### src/rtl/key_debounce.sv
// Four-channel active-low key synchroniser, debouncer and press-pulse generator.
// Define KEY_FAST_SIM_EN to force a 16-cycle debounce threshold for simulation.
module key_debounce #(
  parameter int unsigned DEBOUNCE_CYCLES = 1_000_000
) (
  input  logic       clk,
  input  logic       rst_n,
  input  logic [3:0] key,
  output logic [3:0] key_out
);

`ifdef KEY_FAST_SIM_EN
  localparam int unsigned THRESH = 16;
`else
  localparam int unsigned THRESH = DEBOUNCE_CYCLES;
`endif
  localparam int unsigned CW = $clog2(THRESH);
  localparam logic [CW-1:0] CNT_MAX = CW'(THRESH - 1);

  logic [3:0]    sync1_q, sync1_d;
  logic [3:0]    sync2_q, sync2_d;
  logic [3:0]    stable_q, stable_d;
  logic [3:0]    stable_prev_q, stable_prev_d;
  logic [3:0]    key_out_q, key_out_d;
  logic [CW-1:0] cnt_q [4];
  logic [CW-1:0] cnt_d [4];

  always_comb begin
    sync1_d       = key;
    sync2_d       = sync1_q;
    stable_prev_d = stable_q;
    stable_d      = stable_q;
    // Press pulse is the falling edge of the accepted level.
    key_out_d     = stable_prev_q & ~stable_q;
    for (int unsigned i = 0; i < 4; i++) begin
      cnt_d[i] = cnt_q[i];
      if (sync2_q[i] == stable_q[i]) begin
        cnt_d[i] = '0;
      end else if (cnt_q[i] == CNT_MAX) begin
        stable_d[i] = sync2_q[i];
        cnt_d[i]    = '0;
      end else begin
        cnt_d[i] = cnt_q[i] + 1'b1;
      end
    end
  end

  always_ff @(posedge clk or negedge rst_n) begin
    if (!rst_n) begin
      sync1_q       <= '1;
      sync2_q       <= '1;
      stable_q      <= '1;
      stable_prev_q <= '1;
      key_out_q     <= '0;
      for (int unsigned i = 0; i < 4; i++) cnt_q[i] <= '0;
    end else begin
      sync1_q       <= sync1_d;
      sync2_q       <= sync2_d;
      stable_q      <= stable_d;
      stable_prev_q <= stable_prev_d;
      key_out_q     <= key_out_d;
      for (int unsigned i = 0; i < 4; i++) cnt_q[i] <= cnt_d[i];
    end
  end

  assign key_out = key_out_q;

endmodule

### config.mk
export PLATFORM = sky130hd
export DESIGN_NAME = key_debounce
export DESIGN_NICKNAME = d
export VERILOG_FILES = /design/src/rtl/key_debounce.sv
export SDC_FILE = /design/constraint.sdc
export NUM_CORES = 1
export LEC_CHECK = 0
export ABC_AREA = 0
export CAP_MARGIN = 10
export CORE_UTILIZATION = 50
export CTS_CLUSTER_DIAMETER = 120
export DETAILED_ROUTE_END_ITERATION = 8
export GPL_ROUTABILITY_DRIVEN = 0
export PLACE_DENSITY_LB_ADDON = 0.05
export SLEW_MARGIN = 20
export SYNTH_ARGS = -nofsm -noshare
export SYNTH_HDL_FRONTEND = slang
export SYNTH_SLANG_ARGS = --single-unit
### constraint.sdc
create_clock -name clk -period 2.3 [get_ports clk]
set_clock_uncertainty 0.05 [all_clocks]
set_input_delay 0.46 -clock clk [delete_from_list [all_inputs] [get_ports clk]]
set_output_delay 0.46 -clock clk [all_outputs]
set_load 0.02 [all_outputs]
==> results.sh, run 1 <==
export IMPL_status="finished clean"
export IMPL_total_power_mw=3.11
export IMPL_fin_util_pct=58.1
export IMPL_avgSynthCellArea_um2=10.1
export IMPL_hold_path_class="register to register"
export IMPL_clkLatencyLatePin_ps=350
export IMPL_post_cts_buffers=0
export IMPL_rows=34
export IMPL_crit_fanout=8
export IMPL_pwr_density_cell_mw_per_mm2=605
export IMPL_grt_pass1_wl_um=14600
export IMPL_root_buffer="clkbuf_8"
export IMPL_ys_seq_area_share_pct=54.4
export IMPL_slew_headroom_pct=57.7
export IMPL_place_hpwl_um=5520
export IMPL_seqPwrFrac_pct=58.2
export IMPL_cap_viol_max_count=0
export IMPL_post_cts_resized=0
export IMPL_track_usage_pct=18.7
export IMPL_stdcell_area_mm2=0.00514
export IMPL_grt_pass1_vias=3197
export IMPL_async_flop_share_pct=100
export IMPL_arrival_ps=2360
export IMPL_clockBufferDepth=2
export IMPL_crit_required_ps=2530
export IMPL_switchingPower_mw=0.678
export IMPL_syn_inst=460
export IMPL_crit_type="register to register"
export IMPL_drc=0
export IMPL_finalCritPeriodShare_pct=92.8
export IMPL_comb_power_share_pct=3.8
export IMPL_first_iter_violations=110
export IMPL_synth_area_leader_cell="dfrtp_1"
export IMPL_min_to="sync2_q[3]$_DFF_PN1_"
export IMPL_min_from="sync1_q[3]$_DFF_PN1_"
export IMPL_clk_pin_slew_ps=90
export IMPL_overflow=0
export IMPL_place_area_mm2=0.00491
export IMPL_via_per_inst=5.57
export IMPL_synth_cell_types=33
export IMPL_n_fill_cell=767
export IMPL_start_util_pct=52.4
export IMPL_clkPwrFrac_pct=38.0
export IMPL_die_y_um=98.3
export IMPL_syn_area_mm2=0.00463
export IMPL_switching_share_pct=21.8
export IMPL_netlist_area_leader_share_pct=45.4
export IMPL_grt_max_degree=55
export IMPL_core_area_mm2=0.00885
export IMPL_min_path_cells=0
export IMPL_holdBufCountCts=1
export IMPL_drt_wl_total_um=8000
export IMPL_r2r_cells=5
export IMPL_grt_busiest_layer="met2"
export IMPL_cp_end_kind="register"
export IMPL_tns_ps=0
export IMPL_r2r_end="cnt_q[18]$_DFF_PN0_"
export IMPL_dieArea_mm2=0.00966
export IMPL_fin_nets=488
export IMPL_die_w_um=98.3
export IMPL_rsz0062_at_grt="no"
export IMPL_mostFrequentLayoutCells="dfrtp_1, nor2_1, xnor2_1"
export IMPL_grtUsageMet2_pct=31.1
export IMPL_syn_to_final_growth_pct=10.9
export IMPL_p_int_mw=2.43
export IMPL_syn_num_nets=470
export IMPL_ys_ff_latch=100
export IMPL_worst_hold_slack_ps=310
export IMPL_antenna_found_initial=0
export IMPL_final_min_clock_period_ps=2130
export IMPL_synth_edff_count=0
export IMPL_synthTopCellsByArea="dfrtp_1, dfstp_2, xnor2_1"
export IMPL_fmax_mhz=469
export IMPL_leakagePower_nw=2.01
export IMPL_clock_sinks=100
export IMPL_crit_path_start_kind="register"
export IMPL_final_common_cell="dfrtp_1"
export IMPL_worstMarginPinSlew_ps=629
export IMPL_grtUsageMet3_pct=4.37
export IMPL_ff2ff_setup_slack_ps=170
export IMPL_io_pins=10
export IMPL_drive_above_1_share_pct=12.2
export IMPL_dr_pass1_iters=4
export IMPL_grt_util_met1_pct=24.0
export IMPL_slew_violations=0
export IMPL_drtAntennaViolNets=0
export IMPL_finalSetupViolCount=0
export IMPL_vdd_ir_drop_max_v=0.000363
export IMPL_cts_tree="done"
export IMPL_reg2reg_from="cnt_q[0]$_DFF_PN0_"
export IMPL_n_antenna_cell=0
export IMPL_post_drt_wl_per_cell_um=13.5
export IMPL_port_buffers=9
export IMPL_cts_max_level=3
export IMPL_multi_input_area_mm2=0.00201
export IMPL_final_hold_viol_count=0
export IMPL_yosys_most_used_dff="dfrtp_1"
export IMPL_cts_buffers=9
export IMPL_yosysWarnings=0
export IMPL_vias=3292
export IMPL_register_area_mm2=0.00252
## cell families after synthesis
| kind of cell | synth area share (%) |
|---|---|
| AND/OR/NAND/NOR | 24.4 |
| flip-flops | 54.4 |
| AO/OA/AOI/OAI | 7.48 |
| XOR/XNOR | 9.07 |
| buffers and inverters | 2.59 |
| multiplexers | 0.972 |
| adder cells (fa/ha/maj) | 1.08 |
## through the flow
| step | instances | worst slack [ps] |
|---|---|---|
| after floorplan | 460 | 248 |
| after global placement | 574 | 234 |
| after detailed placement | 574 | 161 |
| after CTS | 591 | 158 |
| after global routing | 591 | 5.28 |
| final | 591 | 167 |
## final cells by class
type                    instances  area share, %
clock inverters                 4           1.10
multi-input cells             330           39.0
well taps                     108           2.63
inverters                      16           1.17
clock buffers                  12           3.21
flip-flops and latches        100           49.1
repair buffers                 21           3.75
## state kept, by name, indices dropped and copies added, names as in the netlist
name and cells:
cnt_q 80, key_out 4, stable_prev_d 4, stable_prev_q 4
sync1_q 4, sync2_q 4
## cell usage after synthesis, types with 4 or more instances
library cell / n
dfrtp_1: 84
nor2_1: 60
xnor2_1: 32
nand2_1: 30
a21oi_1: 27
nand3_1: 23
o21ai_0: 19
dfstp_2: 16
inv_1: 16
or3_1: 16
xor2_1: 16
or4_1: 15
nand4_1: 14
nor3_1: 14
nor4_1: 12
o31ai_1: 11
clkbuf_1: 10
and2_1: 5
and3_1: 5
ha_1: 4
mux2_2: 4
nand3b_1: 4
nor2b_1: 4
## power by group through the flow
stage               combinational, mW  clock (mW)  sequential, mW
floorplan                      0.0505           0            1.84
global placement                0.117           0            1.84
detailed placement              0.120           0            1.84
CTS                             0.122        1.24            1.81
global route                    0.137        1.30            1.81
finish                          0.117        1.18            1.81
## metal layers
metal  vias up  part of all wire [%]
met4         0                   1.7
li1       1644                     -
met1      1600                    48
met2        38                    48
met5         -                     0
met3        10                   2.9
## critical path, cell delays in order, from the launching register on
cell and delay (ps):
dfrtp_1 410, ha_1 220, nand2_1 110, or4_1 600
or4_1 500, a21oi_1 160
## worst max path at each step
| stage | from | cells after the start | endpoint | slack (ps) |
|---|---|---|---|---|
| 2_1_floorplan | cnt_q[60]$_DFF_PN0_ | 6 | cnt_q[63]$_DFF_PN0_ | 250 |
| 3_3_place_gp | cnt_q[60]$_DFF_PN0_ | 5 | cnt_q[78]$_DFF_PN0_ | 230 |
| 3_5_place_dp | cnt_q[0]$_DFF_PN0_ | 5 | cnt_q[18]$_DFF_PN0_ | 160 |
| 4_1_cts | cnt_q[0]$_DFF_PN0_ | 5 | cnt_q[18]$_DFF_PN0_ | 160 |
| 5_1_grt | cnt_q[60]$_DFF_PN0_ | 5 | cnt_q[78]$_DFF_PN0_ | 5 |
| 6_report | cnt_q[0]$_DFF_PN0_ | 5 | cnt_q[18]$_DFF_PN0_ | 170 |
Note: power is estimated with default switching activity, not from simulation.
==> run 2, diff against run 1 <==
==> constraint.sdc (replaced) <==
create_clock -name clk -period 2 [get_ports clk]
set_clock_uncertainty 0.05 [all_clocks]
set_input_delay 0.4 -clock clk [delete_from_list [all_inputs] [get_ports clk]]
set_output_delay 0.4 -clock clk [all_outputs]
set_load 0.02 [all_outputs]
==> results.sh, run 2 (same netlist as run 1, synthesis figures left out) <==
export IMPL_switching_share_pct=21.1
export IMPL_vias=3362
export IMPL_seqPwrFrac_pct=55.3
export IMPL_final_common_cell="dfrtp_1"
export IMPL_drc=0
export IMPL_drt_wl_total_um=8390
export IMPL_top_register="cnt_q"
export IMPL_via_per_inst=5.47
export IMPL_crit_required_ps=2230
export IMPL_dr_pass1_iters=4
export IMPL_mostFrequentLayoutCells="dfrtp_1, nor2_1, xnor2_1, buf_4, nand2_1"
export IMPL_multi_input_area_mm2=0.00205
export IMPL_start_util_pct=52.4
export IMPL_arrival_ps=2160
export IMPL_first_iter_violations=79
export IMPL_cap_viol_max_count=0
export IMPL_n_fill_cell=764
export IMPL_dieArea_mm2=0.00966
export IMPL_cp_end_kind="register"
export IMPL_drive_above_1_share_pct=18.5
export IMPL_worstMarginPinSlew_ps=476
export IMPL_antenna_found_initial=0
export IMPL_crit_top_cell="or4_4"
export IMPL_rows=34
export IMPL_cts_max_level=3
export IMPL_clock_sinks=100
export IMPL_finalSetupViolCount=0
export IMPL_overflow=0
export IMPL_clockBufferDepth=2
export IMPL_die_w_um=98.3
export IMPL_grt_pass1_wl_um=15000
export IMPL_hold_path_class="register to register"
export IMPL_cts_tree="done"
export IMPL_p_int_mw=2.96
export IMPL_critPathMaxStageDelay_ps=540
export IMPL_clk_pin_slew_ps=100
export IMPL_cp_slowest_cell="or4_4"
export IMPL_crit_type="register to register"
export IMPL_vdd_ir_drop_max_v=0.000358
export IMPL_total_power_mw=3.75
export IMPL_worst_hold_slack_ps=309
export IMPL_register_area_mm2=0.00252
export IMPL_grt_max_degree=34
export IMPL_place_hpwl_um=5860
export IMPL_pwr_density_cell_mw_per_mm2=693
export IMPL_comb_power_share_pct=4.5
export IMPL_clkLatencyLatePin_ps=360
export IMPL_slew_violations=0
export IMPL_finalCritPeriodShare_pct=96.2
export IMPL_fmax_mhz=520
export IMPL_crit_fanout=5
export IMPL_post_drt_wl_per_cell_um=13.6
export IMPL_switchingPower_mw=0.794
export IMPL_status="finished clean"
export IMPL_port_buffers=9
export IMPL_crit_path_start_kind="register"
export IMPL_grt_pass1_vias=3312
export IMPL_fin_nets=512
export IMPL_clkPwrFrac_pct=40.3
export IMPL_largest_reg_flops=80
export IMPL_final_min_clock_period_ps=1920
export IMPL_final_hold_viol_count=0
export IMPL_track_usage_pct=19.1
export IMPL_root_buffer="clkbuf_8"
export IMPL_die_y_um=98.3
export IMPL_slew_headroom_pct=68.0
export IMPL_path_cells="ha_2 -> nand2_2 -> or4_4 -> or4_4 -> a21oi_2"
export IMPL_io_pins=10
export IMPL_cts_buffers=9
export IMPL_drtAntennaViolNets=0
export IMPL_syn_to_final_growth_pct=16.8
export IMPL_leakagePower_nw=2.17
export IMPL_n_antenna_cell=0
export IMPL_core_area_mm2=0.00885
run 2: cell types whose count changed in the layout (fill, tap and decap cells not counted), moves of 2 or more:
cell       before  now
buf_12          1    3
or4_1          15    9
or4_4           0    6
bufinv_16       1    3
dfrtp_1        84   82
dfrtp_2         0    2
ha_2            0    2
ha_1            4    2
clkinv_4        3    0
clkbuf_8       12    9
buf_4          11   32
run 2: worst max-delay path: cells and delay by family, from the launching register on:
kind	cells	cell delay (ps)
flip-flops	1	370
adder cells (fa/ha/maj)	1	190
AO/OA/AOI/OAI	1	130
AND/OR/NAND/NOR	3	1100
run 2: layer usage:
layer	track usage, %	wire [µm]
met2	30.7	4010
met3	3.58	178
met5	0	0
met1	26.2	4070
met4	6.43	136
run 2: path summary, 6_finish.rpt:
kind | cells past startpoint | slack [ps] | startpoint | end
min in group asynchronous | 2 | 480 | rst_n | cnt_q[73]$_DFF_PN0_
worst max register to register | 5 | 80 | cnt_q[0]$_DFF_PN0_ | cnt_q[18]$_DFF_PN0_
max in group asynchronous | 3 | 810 | rst_n | sync2_q[1]$_DFF_PN1_
worst max-delay path | 5 | 80 | cnt_q[0]$_DFF_PN0_ | cnt_q[18]$_DFF_PN0_
worst min register to register | 0 | 310 | sync1_q[0]$_DFF_PN1_ | sync2_q[0]$_DFF_PN1_
worst min-delay path | 0 | 310 | sync1_q[0]$_DFF_PN1_ | sync2_q[0]$_DFF_PN1_
run 2: layout make-up:
class,instances,area share [%]
repair buffers,45,7.42
well taps,108,2.50
clock inverters,6,2.06
multi-input cells,330,37.9
clock buffers,10,2.36
inverters,16,1.11
flip-flops and latches,100,46.7
run 2: power groups by stage:
stage	clock (mW)	combinational (mW)	sequential [mW]
6_report	1.51	0.167	2.07
5_1_grt	1.64	0.192	2.08
4_1_cts	1.58	0.169	2.07
3_5_place_dp	0	0.166	2.11
3_3_place_gp	0	0.164	2.11
2_1_floorplan	0	0.0596	2.11
run 2: metrics by stage:
step	utilization [%]	TNS [ps]	cell area (µm²)	setup slack, ps	std cells
floorplan	-	0	4650	9.55	460
finish	61.2	0	5410	75.6	615
global placement	57.7	0	5110	35.1	596
global route	61.2	-6.08	5410	-6.08	615
CTS	60.7	0	5370	17.1	613
detailed placement	57.7	-31.5	5110	-31.5	596
run 2: timing repair:
| item | CTS | global route |
|---|---|---|
| hold buffers | 1 | 0 |
| setup endpoints to repair | 3 | 9 |
| pin swaps | 0 | 3 |
| setup buffers | 0 | 2 |
| gates resized for setup | 3 | 9 |
| endpoints found under the hold margin | 27 | 0 |
==> run 3, diff against run 2 <==
--- a/config.mk
+++ b/config.mk
@@ -11,7 +11,8 @@
 export CTS_CLUSTER_DIAMETER = 120
 export DETAILED_ROUTE_END_ITERATION = 8
 export GPL_ROUTABILITY_DRIVEN = 0
-export PLACE_DENSITY_LB_ADDON = 0.05
+export PLACE_DENSITY = 0.66
+export SKIP_LAST_GASP = 1
 export SLEW_MARGIN = 20
 export SYNTH_ARGS = -nofsm -noshare
 export SYNTH_HDL_FRONTEND = slang
==> results.sh, run 3 (same netlist as run 1, synthesis figures left out) <==
export IMPL_status="finished clean"
export IMPL_clock_sinks=100
export IMPL_via_per_inst=5.65
export IMPL_leakagePower_nw=2.11
export IMPL_r2r_end="cnt_q[58]$_DFF_PN0_"
export IMPL_post_drt_wl_per_cell_um=14.2
export IMPL_pwr_density_cell_mw_per_mm2=645
export IMPL_fmax_mhz=524
export IMPL_ff2ff_setup_slack_ps=90
export IMPL_port_buffers=9
export IMPL_cp_end_kind="register"
export IMPL_mostFrequentLayoutCells="dfrtp_1, nor2_1, xnor2_1"
export IMPL_worstMarginPinSlew_ps=571
export IMPL_clkLatencyLatePin_ps=360
export IMPL_root_buffer="clkbuf_8"
export IMPL_critPathMaxStageDelay_ps=580
export IMPL_drc=0
export IMPL_comb_power_share_pct=4.6
export IMPL_dieArea_mm2=0.00966
export IMPL_start_util_pct=52.4
export IMPL_cts_tree="done"
export IMPL_drt_wl_total_um=8640
export IMPL_finalCritPeriodShare_pct=95.4
export IMPL_first_iter_violations=66
export IMPL_arrival_ps=2140
export IMPL_antenna_found_initial=0
export IMPL_dr_pass1_iters=6
export IMPL_clkPwrFrac_pct=34.7
export IMPL_rows=34
export IMPL_drive_above_1_share_pct=17.5
export IMPL_hold_path_class="primary input to async pin"
export IMPL_p_int_mw=2.61
export IMPL_slew_violations=0
export IMPL_seqPwrFrac_pct=60.7
export IMPL_overflow=0
export IMPL_place_hpwl_um=5740
export IMPL_grt_pass1_wl_um=15300
export IMPL_reg2reg_from="cnt_q[45]$_DFF_PN0_"
export IMPL_die_y_um=98.3
export IMPL_core_area_mm2=0.00885
export IMPL_cp_slowest_cell="or4_4"
export IMPL_worst_hold_slack_ps=20.4
export IMPL_rsz0062_at_grt="yes"
export IMPL_die_w_um=98.3
export IMPL_vias=3449
export IMPL_worstSetupEndpoint="cnt_q[58]$_DFF_PN0_"
export IMPL_largest_reg_flops=80
export IMPL_crit_required_ps=2230
export IMPL_crit_path_start_kind="register"
export IMPL_final_hold_viol_count=0
export IMPL_crit_fanout=7
export IMPL_top_register="cnt_q"
export IMPL_switchingPower_mw=0.812
export IMPL_crit_start="cnt_q[45]$_DFF_PN0_"
export IMPL_switching_share_pct=23.7
export IMPL_cts_max_level=3
export IMPL_io_pins=10
export IMPL_pre_cts_ws_ps=-47.6
export IMPL_r2r_cells=4
export IMPL_slew_headroom_pct=61.6
export IMPL_clockBufferDepth=2
export IMPL_track_usage_pct=19.4
export IMPL_path_cells="nand4_4 -> or4_4 -> or4_1 -> a21oi_1"
export IMPL_clk_pin_slew_ps=100
export IMPL_finalSetupViolCount=0
export IMPL_fin_ws_ps=91.3
export IMPL_final_min_clock_period_ps=1910
export IMPL_holdBufCountCts=0
export IMPL_final_common_cell="dfrtp_1"
export IMPL_drtAntennaViolNets=0
export IMPL_crit_type="register to register"
export IMPL_vdd_ir_drop_max_v=0.000425
export IMPL_cap_viol_max_count=0
export IMPL_fin_nets=507
export IMPL_syn_to_final_growth_pct=14.4
export IMPL_grt_pass1_vias=3524
export IMPL_cts_buffers=9
export IMPL_grt_max_degree=101
export IMPL_n_antenna_cell=0
==> run 3: changes by cell type in the layout (fill, tap and decap cells not counted), sizes merged <==
cell / delta
buf: -4
bufinv: -3
clkinv: +2
clkbuf: +1
clkinvlp: +1
dlygate4sd3: -1
inv: -1
==> run 3: repair_timing <==
action                                  in CTS  in global routing
gates cloned                                 0                  0
endpoints found under the setup margin       3                  9
gates resized for setup                      3                  7
pin swaps                                    0                  2
setup buffers                                0                  2
==> run 3: final cells by class <==
| cell class | count | area (µm²) |
|---|---|---|
| inverters | 16 | 60.1 |
| well taps | 108 | 135 |
| clock buffers | 11 | 141 |
| repair buffers | 40 | 345 |
| flip-flops and latches | 100 | 2520 |
| clock inverters | 5 | 37.5 |
| multi-input cells | 330 | 2060 |
| fillers | 746 | 3550 |
==> run 3: power groups by stage <==
stage | logic (mW) | registers, mW | clock network [mW]
4_1_cts | 0.161 | 2.07 | 1.22
6_report | 0.158 | 2.07 | 1.19
3_3_place_gp | 0.157 | 2.11 | 0
3_5_place_dp | 0.160 | 2.11 | 0
2_1_floorplan | 0.0596 | 2.11 | 0
5_1_grt | 0.184 | 2.08 | 1.29
==> run 3: how the worst min path moves through the flow <==
stage	cells past startpoint	startpoint	end
2_1_floorplan	0	rst_n	cnt_q[0]$_DFF_PN0_
3_3_place_gp	0	sync1_q[3]$_DFF_PN1_	sync2_q[3]$_DFF_PN1_
3_5_place_dp	0	sync1_q[2]$_DFF_PN1_	sync2_q[2]$_DFF_PN1_
4_1_cts	2	rst_n	key_out[0]$_DFF_PN0_
5_1_grt	2	rst_n	key_out[0]$_DFF_PN0_
6_report	2	rst_n	cnt_q[79]$_DFF_PN0_
==> run 3: critical path: cells and delay by family, from the launching register on <==
kind | cells | cell delay, ps
AOI/OAI and AO/OA | 1 | 150
DFF | 1 | 430
and+or+nand+nor | 3 | 1200
==> run 3: layer usage <==
metal / vias to the layer above / track usage [%] / wire (µm)
li1: 1689 / - / -
met1: 1717 / 23.9 / 4050
met2: 37 / 34.4 / 4320
met3: 6 / 4.37 / 196
met4: 0 / 5.05 / 64
met5: - / 0 / 0
==> run 3: stage by stage <==
step,power [mW],area (µm²),setup TNS [ps],cells,utilization (%)
2_1_floorplan,2.17,4650,0,460,-
3_3_place_gp,2.27,5070,0,592,57.3
3_5_place_dp,2.27,5070,-68.1,592,57.3
4_1_cts,3.46,5260,0,608,59.4
5_1_grt,3.55,5300,-3.19,610,59.9
6_report,3.42,5300,0,610,59.9
